## src/rtl/fetch_pkg.sv

```systemverilog
// Shared constants, state encoding and PC arithmetic for the instruction fetch stage.
package fetch_pkg;

  localparam logic [31:0] RESET_PC_DEFAULT = 32'h0000_0000;
  localparam logic [31:0] NOP_WORD_DEFAULT = 32'h0000_0000;
  localparam logic [31:0] PC_INCREMENT     = 32'd4;

  typedef enum logic {
    StRun  = 1'b0,
    StHold = 1'b1
  } fetch_state_e;

  // Unsigned 32-bit add; 0xFFFF_FFFC wraps to 0.
  function automatic logic [31:0] pc_plus4(input logic [31:0] pc);
    return pc + PC_INCREMENT;
  endfunction

endpackage

```

## src/rtl/pc_register.sv

```systemverilog
// Program counter with next-PC select: reset > branch > jump > hold > sequential.
module pc_register
  import fetch_pkg::*;
#(
  parameter logic [31:0] RESET_PC = RESET_PC_DEFAULT
) (
  input  logic        clk,
  input  logic        reset,
  input  logic        hold,
  input  logic        branch_taken,
  input  logic [31:0] branch_target,
  input  logic        jump,
  input  logic [31:0] jump_target,
  output logic [31:0] pc,
  output logic [31:0] pc_next_seq
);

  assign pc_next_seq = pc_plus4(pc);

  always_ff @(posedge clk) begin
    if (reset) begin
      pc <= RESET_PC;
    end else if (branch_taken) begin
      pc <= branch_target;
    end else if (jump) begin
      pc <= jump_target;
    end else if (!hold) begin
      pc <= pc_next_seq;
    end
  end

endmodule

```

## src/rtl/fetch_unit.sv

```systemverilog
// Instruction fetch stage: PC, IF/ID pipeline register and, with FETCH_PERF_COUNT_EN
// defined, fetch/stall performance counters.
module fetch_unit
  import fetch_pkg::*;
#(
  parameter logic [31:0] RESET_PC = RESET_PC_DEFAULT,
  parameter logic [31:0] NOP_WORD = NOP_WORD_DEFAULT
) (
  input  logic        Clk,
  input  logic        Reset,
  input  logic        Stall,
  input  logic        Flush,
  input  logic        BranchTaken,
  input  logic [31:0] BranchTarget,
  input  logic        Jump,
  input  logic [31:0] JumpTarget,
  output logic [31:0] IMemAddress,
  input  logic [31:0] IMemInstruction,
  output logic [31:0] IF_ID_Instruction,
  output logic [31:0] IF_ID_PCPlus4,
  output logic        IF_ID_Valid
`ifdef FETCH_PERF_COUNT_EN
  ,
  output logic [31:0] FetchCount,
  output logic [31:0] StallCount
`endif
);

  fetch_state_e state;
  logic [31:0]  pc;
  logic [31:0]  pc_next_seq;

  // HOLD only when stalled without a redirect; redirects always move the PC.
  always_comb begin
    state = StRun;
    if (Stall && !BranchTaken && !Jump) begin
      state = StHold;
    end
  end

  pc_register #(
    .RESET_PC (RESET_PC)
  ) u_pc_register (
    .clk           (Clk),
    .reset         (Reset),
    .hold          (state == StHold),
    .branch_taken  (BranchTaken),
    .branch_target (BranchTarget),
    .jump          (Jump),
    .jump_target   (JumpTarget),
    .pc            (pc),
    .pc_next_seq   (pc_next_seq)
  );

  assign IMemAddress = pc;

  // IF/ID holds on any Stall, even when the PC is being redirected.
  always_ff @(posedge Clk) begin
    if (Reset) begin
      IF_ID_Instruction <= NOP_WORD;
      IF_ID_PCPlus4     <= 32'h0;
      IF_ID_Valid       <= 1'b0;
    end else if (Flush) begin
      IF_ID_Instruction <= NOP_WORD;
      IF_ID_PCPlus4     <= 32'h0;
      IF_ID_Valid       <= 1'b0;
    end else if (!Stall) begin
      IF_ID_Instruction <= IMemInstruction;
      IF_ID_PCPlus4     <= pc_next_seq;
      IF_ID_Valid       <= 1'b1;
    end
  end

`ifdef FETCH_PERF_COUNT_EN
  always_ff @(posedge Clk) begin
    if (Reset) begin
      FetchCount <= 32'h0;
      StallCount <= 32'h0;
    end else begin
      if (!Flush && !Stall) begin
        FetchCount <= FetchCount + 32'd1;
      end
      if (state == StHold) begin
        StallCount <= StallCount + 32'd1;
      end
    end
  end
`endif

endmodule

```

## config.mk

```make
export PLATFORM = sky130hd
export DESIGN_NAME = fetch_unit
export DESIGN_NICKNAME = d
export VERILOG_FILES = /design/src/rtl/fetch_pkg.sv /design/src/rtl/pc_register.sv /design/src/rtl/fetch_unit.sv
export SDC_FILE = /design/constraint.sdc
export NUM_CORES = 1
export LEC_CHECK = 0
export CELL_PAD_IN_SITES_DETAIL_PLACEMENT = 0
export CELL_PAD_IN_SITES_GLOBAL_PLACEMENT = 2
export CORE_AREA = 2 2 126 158
export DETAILED_ROUTE_END_ITERATION = 8
export DIE_AREA = 0 0 128 160
export PLACE_DENSITY = 0.93
export SLEW_MARGIN = 20
export SYNTH_ARGS = -nofsm -noshare
export SYNTH_HDL_FRONTEND = slang
export SYNTH_SLANG_ARGS = --single-unit
```

## constraint.sdc

```tcl
create_clock -name Clk -period 3.3 [get_ports Clk]
set_clock_uncertainty 0.05 [all_clocks]
set_input_delay 0.66 -clock Clk [delete_from_list [all_inputs] [get_ports Clk]]
set_output_delay 0.66 -clock Clk [all_outputs]
set_load 0.1 [all_outputs]
```

# --- After elaboration in Yosys (flattened, before gate mapping) ---
# Index checks and enable logic that the tools add are counted.
# W data, S select, Z words.
word_totals:
  n_memories: 0
  mem_bits_ro: 0
  elab_cells: 15
  inputBits: 102
  reg_bits: 97
  out_inout_bits: 97
  latchBits: 0
  ramBits: 0
op_classes:
  n_addsub: 1
  muxes: 4
  bitwise_logic: 0
  mul: 0
  n_lt_le_gt_ge: 0
  eq_ne: 1
  n_reduce_logical: 5
  n_div: 0
  shift: 0
op_table:
  columns: ["op", "n"]
  rows:
  - ["$mux W32", 3]
  - ["$add A32 B3 Y32 const B", 1]
  - ["$ne A3 B3 Y1 const B", 1]
  - ["$logic_and A1 B1 Y1", 2]
  - ["$logic_not A1 Y1", 2]
  - ["$reduce_or A2 Y1", 1]
  - ["$mux W1", 1]

# --- Longest topological paths before layout ---
# Gate-level depths: netlist of run 1.
depth:
  depth_word: 7
  ltp_mapped: 7
  ltp_nobuf: 6

# --- By module ---
# Synthesis of run 1 repeated with hierarchy kept, for this count alone.
hier_totals:
  cells_unflattened: 541
  area_unflattened_um2: 4901.0
modules_own_cells:
  columns: ["module", "seq_area_each_um2", "area_per_inst_um2", "instances", "cells_per_inst"]
  rows:
  - ["pc_register", 640.6, 2493.6, 1, 329]
  - ["fetch_unit", 1301.2, 2407.3, 1, 212]

# --- Worst setup path before layout of run 1 ---
# No wires, ideal clock.
synth_path:
  path_kind: "reg-to-reg"
  from: "register u_pc_register.pc[4]"
  to: "register u_pc_register.pc[13]"
  setup_time_ns: 0.116
  t_required_ns: 3.134
  path_buffers: 1
  setup_slack_ns: 0.441
  arrival_time_ns: 2.693
  synth_period_minus_slack_ns: 2.859
  stages_incl_launch_ff: 7
  cell_sequence: "dfxtp_1 -> clkbuf_2 -> nand3_1 -> or2_2 -> nor3_1 -> mux2_2 -> a31o_2"
synth_via:
  elab_chain_cells: 4
synth_lines:
  columns: ["item", "line_no", "text"]
  rows:
  - ["from (decl)", "pc_register.sv:14", "output logic [31:0] pc,"]
  - ["from (signal assigned)", "pc_register.sv:24", "pc <= branch_target;"]
  - ["from (signal assigned)", "pc_register.sv:26", "pc <= jump_target;"]
  - ["from (signal assigned)", "pc_register.sv:28", "pc <= pc_next_seq;"]
  - ["$add A32 B3 Y32", "fetch_pkg.sv:15", "return pc + PC_INCREMENT;"]
  - ["$mux W32", "pc_register.sv:27", "end else if (!hold) begin"]
  - ["$mux W32", "pc_register.sv:25", "end else if (jump) begin"]
  - ["$mux W32", "pc_register.sv:23", "end else if (branch_taken) begin"]
# No other way between the ends. The select of a mux whose other input is x is not followed.
# A chain may end at the register's enable or synchronous reset.

# --- Worst setup path after layout of run 1 ---
layout_path:
  from: "register u_pc_register.pc[3]"
  to: "register u_pc_register.pc[30]"
# Same word-level chain as after synthesis.

==> impl_metrics.ini, run 1 <==
[die]
die_w_um = 128
num_io_pins = 199
coreArea_um2 = 19100
rows = 57
die_h_um = 160
start_util = 0.244
dieArea_um2 = 20500

[worst_setup_path]
crit_family = simple AND/OR/NAND/NOR gates
r2r_start = u_pc_register.pc[3]
cpPeakStageDelay_ps = 630
critPathSlowestCell = nor3_1
ff2ff_path_depth = 6
crit_fanout = 6
start_kind = register
crit_arrival_ps = 2720
crit_type = register to register
end_kind = register
worstReg2RegEnd = u_pc_register.pc[30]
cp_data_required_time_ps = 3510
cp_common_cell = nand4_1
regToRegSetupSlack_ps = 790
cp_cell_sequence = ha_1 -> nand4_1 -> nor3_1 -> nand4_1 -> xor2_1 -> a211oi_1
worst-path-buf-inv = 0

[logic_synthesis]
yosysTopAreaCell = dfxtp_1
syn_area_per_cell_um2 = 8.51
synth_top_family_by_area = simple AND/OR/NAND/NOR gates
seq_area_frac_synth = 0.417
ys.flop_type = dfxtp_1
synthAdderAreaFrac = 0.00269
async_flop_share = 0
post_synth_num_cell_types = 50
synth.area.top_cells = dfxtp_1 42%, mux2i_1 8.8%, nor2_1 5.8%
ys_ff_latch = 97
synth_edf_count = 0
synth_compound_area_frac = 0.181
muxShareOfSynthArea = 0.0905
synth_nets = 650
synthSimpleGateAreaFrac = 0.189
synth-xor-area-share = 0.0752
synth_top_area_share = 0.417
synthCells = 547
syn_area_um2 = 4660
ys_warn_count = 0

[worst_hold_path]
min_to = IF_ID_Valid
min_from = IF_ID_Valid
hold_depth = 1
hold_path_class = register to register

[run]
cap_violations = 0

[clocking]
ctsResizeCount = 0
cts_hold_buffers = 0
post_cts_buffers = 0
cts_max_path_buffers = 2
cts_tree = yes
numClockSinks = 97
clk_pin_slew_worst_paths_ps = 80
cts_buffers = 9
insertion_delay_ps = 350
cts_root_buffer = clkbuf_16
htree_levels = 3

[power_and_ir_drop]
ir_drop_mv = 0.216
powerDensity_nw_per_um2 = 487
cellLeakagePower_nw = 2.76
power_mw = 3.39

[routing]
dr.pass1.iters = 4
via_per_inst = 4.88
routedWlPerCell_um = 18.3
postRouteAntennaNets = 0
drc = 0
dr_total_vias = 4730
drtIter0Drc = 262
drt-total-wl_um = 17700

[global_route]
grt_use_total = 0.171
antenna_found_initial = 0
grt_max_degree = 62
gr-total-overflow = 0
grt_pass1_wl_um = 26800
grt_pass1_vias = 4626

[finish]
instances_no_fill = 969
final_common_cell = buf_4
drive_gt1_frac = 0.194
design_area_um2 = 6950
syn2layout_area_growth_pct = 49.3
final_nets = 831
layout_common_cells = 113 x buf_4, 100 x clkdlybuf4s50_1, 97 x dfxtp_1, 72 x nor2_1, 42 x a21oi_1
insertedDiodeCount = 0
post-route-util = 0.364

[timing]
drv_slew = 0
setup_tns_ps = 0
setup_viol = 0
fin_ws_ps = 792
max_freq_mhz = 399
relSlewSlack = 0.405
worst_pin_slew_ps = 892
hold_viol = 0
fin_crit_sh = 0.760
period_needed_ps = 2510
hold_ws_ps = 411
rsz0062_at_grt = false

[placed_design]
placed_area_um2 = 6620
dp.cells = 953
io_buffers = 198
finalWeightedCongestion = 0.795
dp_worst_setup_slack_ps = 703
dpl.hpwl_um = 13100

[status]
status = finished, final reports clean
## synth_stat cells (2+ instances only)
| library cell | instances |
|---|---|
| nand2_1 | 26 |
| inv_1 | 8 |
| o21a_1 | 2 |
| buf_4 | 2 |
| a31o_2 | 3 |
| or2_2 | 3 |
| xnor2_1 | 21 |
| o21ai_0 | 39 |
| nand4_1 | 16 |
| mux2i_1 | 41 |
| buf_1 | 10 |
| nand2b_1 | 2 |
| o31ai_1 | 2 |
| dfxtp_1 | 97 |
| nor2b_1 | 2 |
| xor2_1 | 19 |
| a211oi_1 | 18 |
| o22ai_1 | 16 |
| nor3_1 | 16 |
| or3_1 | 2 |
| clkbuf_1 | 24 |
| and3_1 | 4 |
| nor4_1 | 5 |
| a21oi_1 | 42 |
| buf_2 | 6 |
| nor2_1 | 72 |
| nand3_1 | 15 |
| a22oi_1 | 6 |
| and4_1 | 4 |
| and2_1 | 2 |
| nor4_2 | 3 |
## state kept, by name (all words and copies together), names as in the netlist
signal / cells
IF_ID_PCPlus4: 32
u_pc_register.pc: 32
IF_ID_Instruction: 32
IF_ID_Valid: 1
## report_power, final
part / switching, mW / internal, mW / total [mW]
clock network: 0.490 / 0.689 / 1.18
logic: 0.625 / 0.282 / 0.908
registers: 0.0719 / 1.23 / 1.30
total: 1.19 / 2.20 / 3.39
## cell families after synthesis
| family | after synthesis |
|---|---|
| mux | 42 |
| compound gates | 139 |
| xor+xnor | 40 |
| simple gates | 177 |
| buf+inv | 51 |
| fa+ha+maj | 1 |
| flops | 97 |
## worst max path at each step
stage                              startpoint                   end  slack [ps]  depth (start not counted)
after detailed placement          BranchTaken   u_pc_register.pc[9]         700                          5
after CTS                 u_pc_register.pc[3]  u_pc_register.pc[24]         840                          6
after floorplan           u_pc_register.pc[4]  u_pc_register.pc[13]         440                          6
after global routing      u_pc_register.pc[3]  u_pc_register.pc[28]         630                          6
final                     u_pc_register.pc[3]  u_pc_register.pc[30]         790                          6
after global placement            BranchTaken   u_pc_register.pc[9]         750                          5
## worst register-to-register path, delay by kind of cell, from the launching register on
kind / cells / cell delay (ps)
adders and majority gates: 1 / 280
DFF: 1 / 460
AOI/OAI and AO/OA: 1 / 210
and+or+nand+nor: 3 / 1220
xor gates and xnor gates: 1 / 190
## final cells by class
type / count / area, um^2
Multi-Input combinational cell: 399 / 2510
Inverter: 8 / 30.0
Sequential cell: 97 / 1940
Clock inverter: 6 / 90.1
Fill cell: 1978 / 12200
Clock buffer: 10 / 239
Timing Repair Buffer: 213 / 1850
Tap cell: 236 / 295
## routing by layer
| metal | vias to the layer above | routed length, um | global-route usage |
|---|---|---|---|
| met4 | 0 | 372 | 0.0609 |
| met5 | - | 0 | 0 |
| li1 | 2327 | - | - |
| met1 | 2176 | 7190 | 0.201 |
| met2 | 207 | 8560 | 0.289 |
| met3 | 20 | 1620 | 0.0566 |
Power figures use the tool's default switching activity.
==> inputs of run 2 (changes only) <==
--- a/config.mk
+++ b/config.mk
@@ -7,10 +7,10 @@
 export LEC_CHECK = 0
 export CELL_PAD_IN_SITES_DETAIL_PLACEMENT = 0
 export CELL_PAD_IN_SITES_GLOBAL_PLACEMENT = 2
-export CORE_AREA = 2 2 126 158
+export CORE_AREA = 2 2 128 161
 export DETAILED_ROUTE_END_ITERATION = 8
-export DIE_AREA = 0 0 128 160
-export PLACE_DENSITY = 0.93
+export DIE_AREA = 0 0 130 163
+export PLACE_DENSITY = 0.91
 export SLEW_MARGIN = 20
 export SYNTH_ARGS = -nofsm -noshare
 export SYNTH_HDL_FRONTEND = slang
==> constraint.sdc (replaced) <==
create_clock -name Clk -period 2.5 [get_ports Clk]
set_clock_uncertainty 0.05 [all_clocks]
set_input_delay 0.5 -clock Clk [delete_from_list [all_inputs] [get_ports Clk]]
set_output_delay 0.5 -clock Clk [all_outputs]
set_load 0.1 [all_outputs]
==> impl_metrics.ini, run 2 (synthesis gave the netlist of run 1 again) <==
[global_route]
grt_pass1_wl_um = 27700
gr-total-overflow = 0
grt_use_total = 0.172
antenna_found_initial = 0
grt_max_degree = 43
grt_pass1_vias = 4778

[routing]
dr.pass1.iters = 5
drtIter0Drc = 269
dr_total_vias = 4803
postRouteAntennaNets = 0
drt-total-wl_um = 18100
drc = 0
via_per_inst = 4.72
routedWlPerCell_um = 17.8

[timing]
fin_ws_ps = 228
max_freq_mhz = 440
worst_pin_slew_ps = 659
period_needed_ps = 2270
drv_slew = 0
hold_viol = 0
setup_tns_ps = 0
setup_viol = 0
relSlewSlack = 0.560
rsz0062_at_grt = false
fin_crit_sh = 0.909

[die]
coreArea_um2 = 19800
die_h_um = 163
dieArea_um2 = 21200
die_w_um = 130
start_util = 0.235
rows = 58
num_io_pins = 199

[worst_setup_path]
end_kind = register
r2r_start = u_pc_register.pc[2]
crit_fanout = 7
crit_arrival_ps = 2460
startpoint = u_pc_register.pc[2]
start_kind = register
crit_type = register to register
cp_data_required_time_ps = 2690

[clocking]
htree_levels = 3
numClockSinks = 97
cts_buffers = 9
cts_tree = yes
insertion_delay_ps = 350
cts_root_buffer = clkbuf_16
cts_max_path_buffers = 2
clk_pin_slew_worst_paths_ps = 70
post_cts_buffers = 0
ctsResizeCount = 0
cts_hold_buffers = 0

[worst_hold_path]
hold_path_class = register to register
min_from = IF_ID_Valid

[finish]
syn2layout_area_growth_pct = 52.1
final_common_cell = buf_4
seq_area_um2 = 1960
multiInputGateArea_um2 = 2510
fillers = 2084
final_nets = 846
design_area_um2 = 7080
insertedDiodeCount = 0
instances_no_fill = 1017
layout_common_cells = 128 x buf_4, 100 x clkdlybuf4s50_1, 81 x dfxtp_1, 72 x nor2_1, 42 x a21oi_1
largestRegisters = IF_ID_Instruction (32), IF_ID_PCPlus4 (32), u_pc_register.pc (32)
drive_gt1_frac = 0.229

[placed_design]
finalWeightedCongestion = 0.810
placed_area_um2 = 6800
dp.cells = 1002
io_buffers = 198
dp_worst_setup_slack_ps = 223
dpl.hpwl_um = 13700

[run]
cap_violations = 0

[status]
status = finished, final reports clean

[power_and_ir_drop]
cellLeakagePower_nw = 2.82
power_mw = 4.34
ir_drop_mv = 0.295
powerDensity_nw_per_um2 = 613
run 2: cell count changes in the layout (fill, tap and decap cells not counted), sizes merged:
cell / before / now
buf: 113 / 128
bufinv: 2 / 1
run 2: worst max-delay path, stage by stage, from the launching register on:
cell and delay, ps:
dfxtp_2 440, nand2_1 210, or2_2 390, nor3_1 430, mux2_2 390, a31o_2 240
run 2: report_power, final:
part | switching [mW] | internal, mW | total (mW)
clock network | 0.640 | 0.773 | 1.41
registers | 0.0997 | 1.63 | 1.73
logic | 0.822 | 0.383 | 1.20
total | 1.56 | 2.78 | 4.34
run 2: cell type report:
cell class              count  share of cell area
clock buffers              10              0.0323
multi-input cells         399               0.354
inverters                   8             0.00424
flip-flops and latches     97               0.277
repair buffers            228               0.277
well taps                 270              0.0477
clock inverters             5             0.00795
run 2: routing by layer:
layer / share of wire / global-route usage / vias up
met5: 0 / 0 / -
met1: 0.42 / 0.210 / 2224
li1: - / - / 2354
met4: 0.014 / 0.0494 / 0
met3: 0.081 / 0.0496 / 16
met2: 0.49 / 0.292 / 209
run 2: worst paths after layout:
path	slack [ps]	end	cells past startpoint
setup / recovery	230	u_pc_register.pc[13]	5
hold / removal	420	IF_ID_Valid	1
setup reg to reg	230	u_pc_register.pc[13]	5
hold reg to reg	420	IF_ID_Valid	1
run 2: stage by stage:
stage	hold slack, ps	util
finish	416	0.358
global route	445	0.358
CTS	420	0.358
detailed placement	403	0.343
global placement	392	0.343
floorplan	434	-
==> inputs of run 3 (changes only) <==
==> constraint.sdc (replaced) <==
create_clock -name Clk -period 2.6 [get_ports Clk]
set_clock_uncertainty 0.05 [all_clocks]
set_input_delay 0.52 -clock Clk [delete_from_list [all_inputs] [get_ports Clk]]
set_output_delay 0.52 -clock Clk [all_outputs]
set_load 0.1 [all_outputs]
==> impl_metrics.ini, run 3 (synthesis gave the netlist of run 1 again) <==
[die]
die_w_um = 130
coreArea_um2 = 19800
die_h_um = 163
num_io_pins = 199
rows = 58
dieArea_um2 = 21200
start_util = 0.235

[timing]
max_freq_mhz = 456
worst_pin_slew_ps = 878
fin_ws_ps = 409
period_needed_ps = 2190
setup_tns_ps = 0
hold_ws_ps = 406
hold_viol = 0
setup_viol = 0
drv_slew = 0
rsz0062_at_grt = false
fin_crit_sh = 0.843
relSlewSlack = 0.415

[clocking]
cts_buffers = 9
clk_pin_slew_worst_paths_ps = 70
cts_root_buffer = clkbuf_16
numClockSinks = 97
ctsResizeCount = 0
insertion_delay_ps = 360
post_cts_buffers = 0
htree_levels = 3
cts_max_path_buffers = 2
cts_tree = yes
cts_hold_buffers = 0

[routing]
postRouteAntennaNets = 0
dr_total_vias = 4726
drtIter0Drc = 247
via_per_inst = 4.67
drc = 0
routedWlPerCell_um = 17.9
drt-total-wl_um = 18200
dr.pass1.iters = 4

[power_and_ir_drop]
powerDensity_nw_per_um2 = 592
cellLeakagePower_nw = 2.79
ir_drop_mv = 0.290

[global_route]
gr-total-overflow = 0
grt_pass1_wl_um = 27300
grt_max_degree = 43
grt_pass1_vias = 4654
antenna_found_initial = 0
grt_use_total = 0.171

[placed_design]
finalWeightedCongestion = 0.833
io_buffers = 198
dp_worst_setup_slack_ps = 326
dpl.hpwl_um = 13500
dp.cells = 996

[status]
status = finished, final reports clean

[worst_setup_path]
crit_fanout = 7
end_kind = register
ff2ff_path_depth = 5
crit_arrival_ps = 2400
cp_data_required_time_ps = 2810
start_kind = register
crit_type = register to register

[run]
cap_violations = 0

[worst_hold_path]
hold_depth = 1
hold_path_class = register to register

[finish]
largestRegisters = IF_ID_Instruction (32), IF_ID_PCPlus4 (32), u_pc_register.pc (32)
post-route-util = 0.355
final_common_cell = buf_4
instances_no_fill = 1012
final_nets = 840
layout_common_cells = 122 x buf_4, 100 x clkdlybuf4s50_1, 89 x dfxtp_1, 72 x nor2_1, 42 x a21oi_1
drive_gt1_frac = 0.214
syn2layout_area_growth_pct = 51.0
insertedDiodeCount = 0
## run 3: final timing paths
kind,startpoint,endpoint,slack [ps]
max,u_pc_register.pc[13],u_pc_register.pc[19],410
min,IF_ID_Valid,IF_ID_Valid,410
max reg2reg,u_pc_register.pc[13],u_pc_register.pc[19],410
min reg2reg,IF_ID_Valid,IF_ID_Valid,410
## run 3: worst max-delay path, cell delays in order (launching register included)
cell and delay (ps):
dfxtp_1 520, nand4_2 290, nor3_1 570, and4b_1 300, o21ai_0 90, a211oi_1 280
## run 3: metrics by stage
step / power [mW] / instance area (um^2)
finish: 4.16 / 7030
global route: 4.33 / 7030
CTS: 4.22 / 7030
detailed placement: 2.86 / 6740
global placement: 2.85 / 6740
floorplan: 2.45 / 4670
## run 3: power breakdown
| part | switching [mW] | internal (mW) |
|---|---|---|
| registers | 0.0914 | 1.56 |
| clock network | 0.657 | 0.691 |
| logic | 0.797 | 0.365 |
## run 3: area by class of cell
| type | instances | area [um^2] |
|---|---|---|
| flip-flops and latches | 97 | 1950 |
| fillers | 2118 | 12800 |
| inverters | 8 | 30.0 |
| clock buffers | 10 | 239 |
| multi-input cells | 399 | 2510 |
| clock inverters | 6 | 50.0 |
| repair buffers | 222 | 1920 |
| well taps | 270 | 338 |
## run 3: per-layer routing
| layer | vias to the layer above | part of all wire | global-route usage |
|---|---|---|---|
| li1 | 2353 | - | - |
| met1 | 2188 | 0.42 | 0.213 |
| met2 | 169 | 0.49 | 0.280 |
| met3 | 16 | 0.075 | 0.0453 |
| met4 | 0 | 0.018 | 0.0655 |
| met5 | - | 0 | 0 |
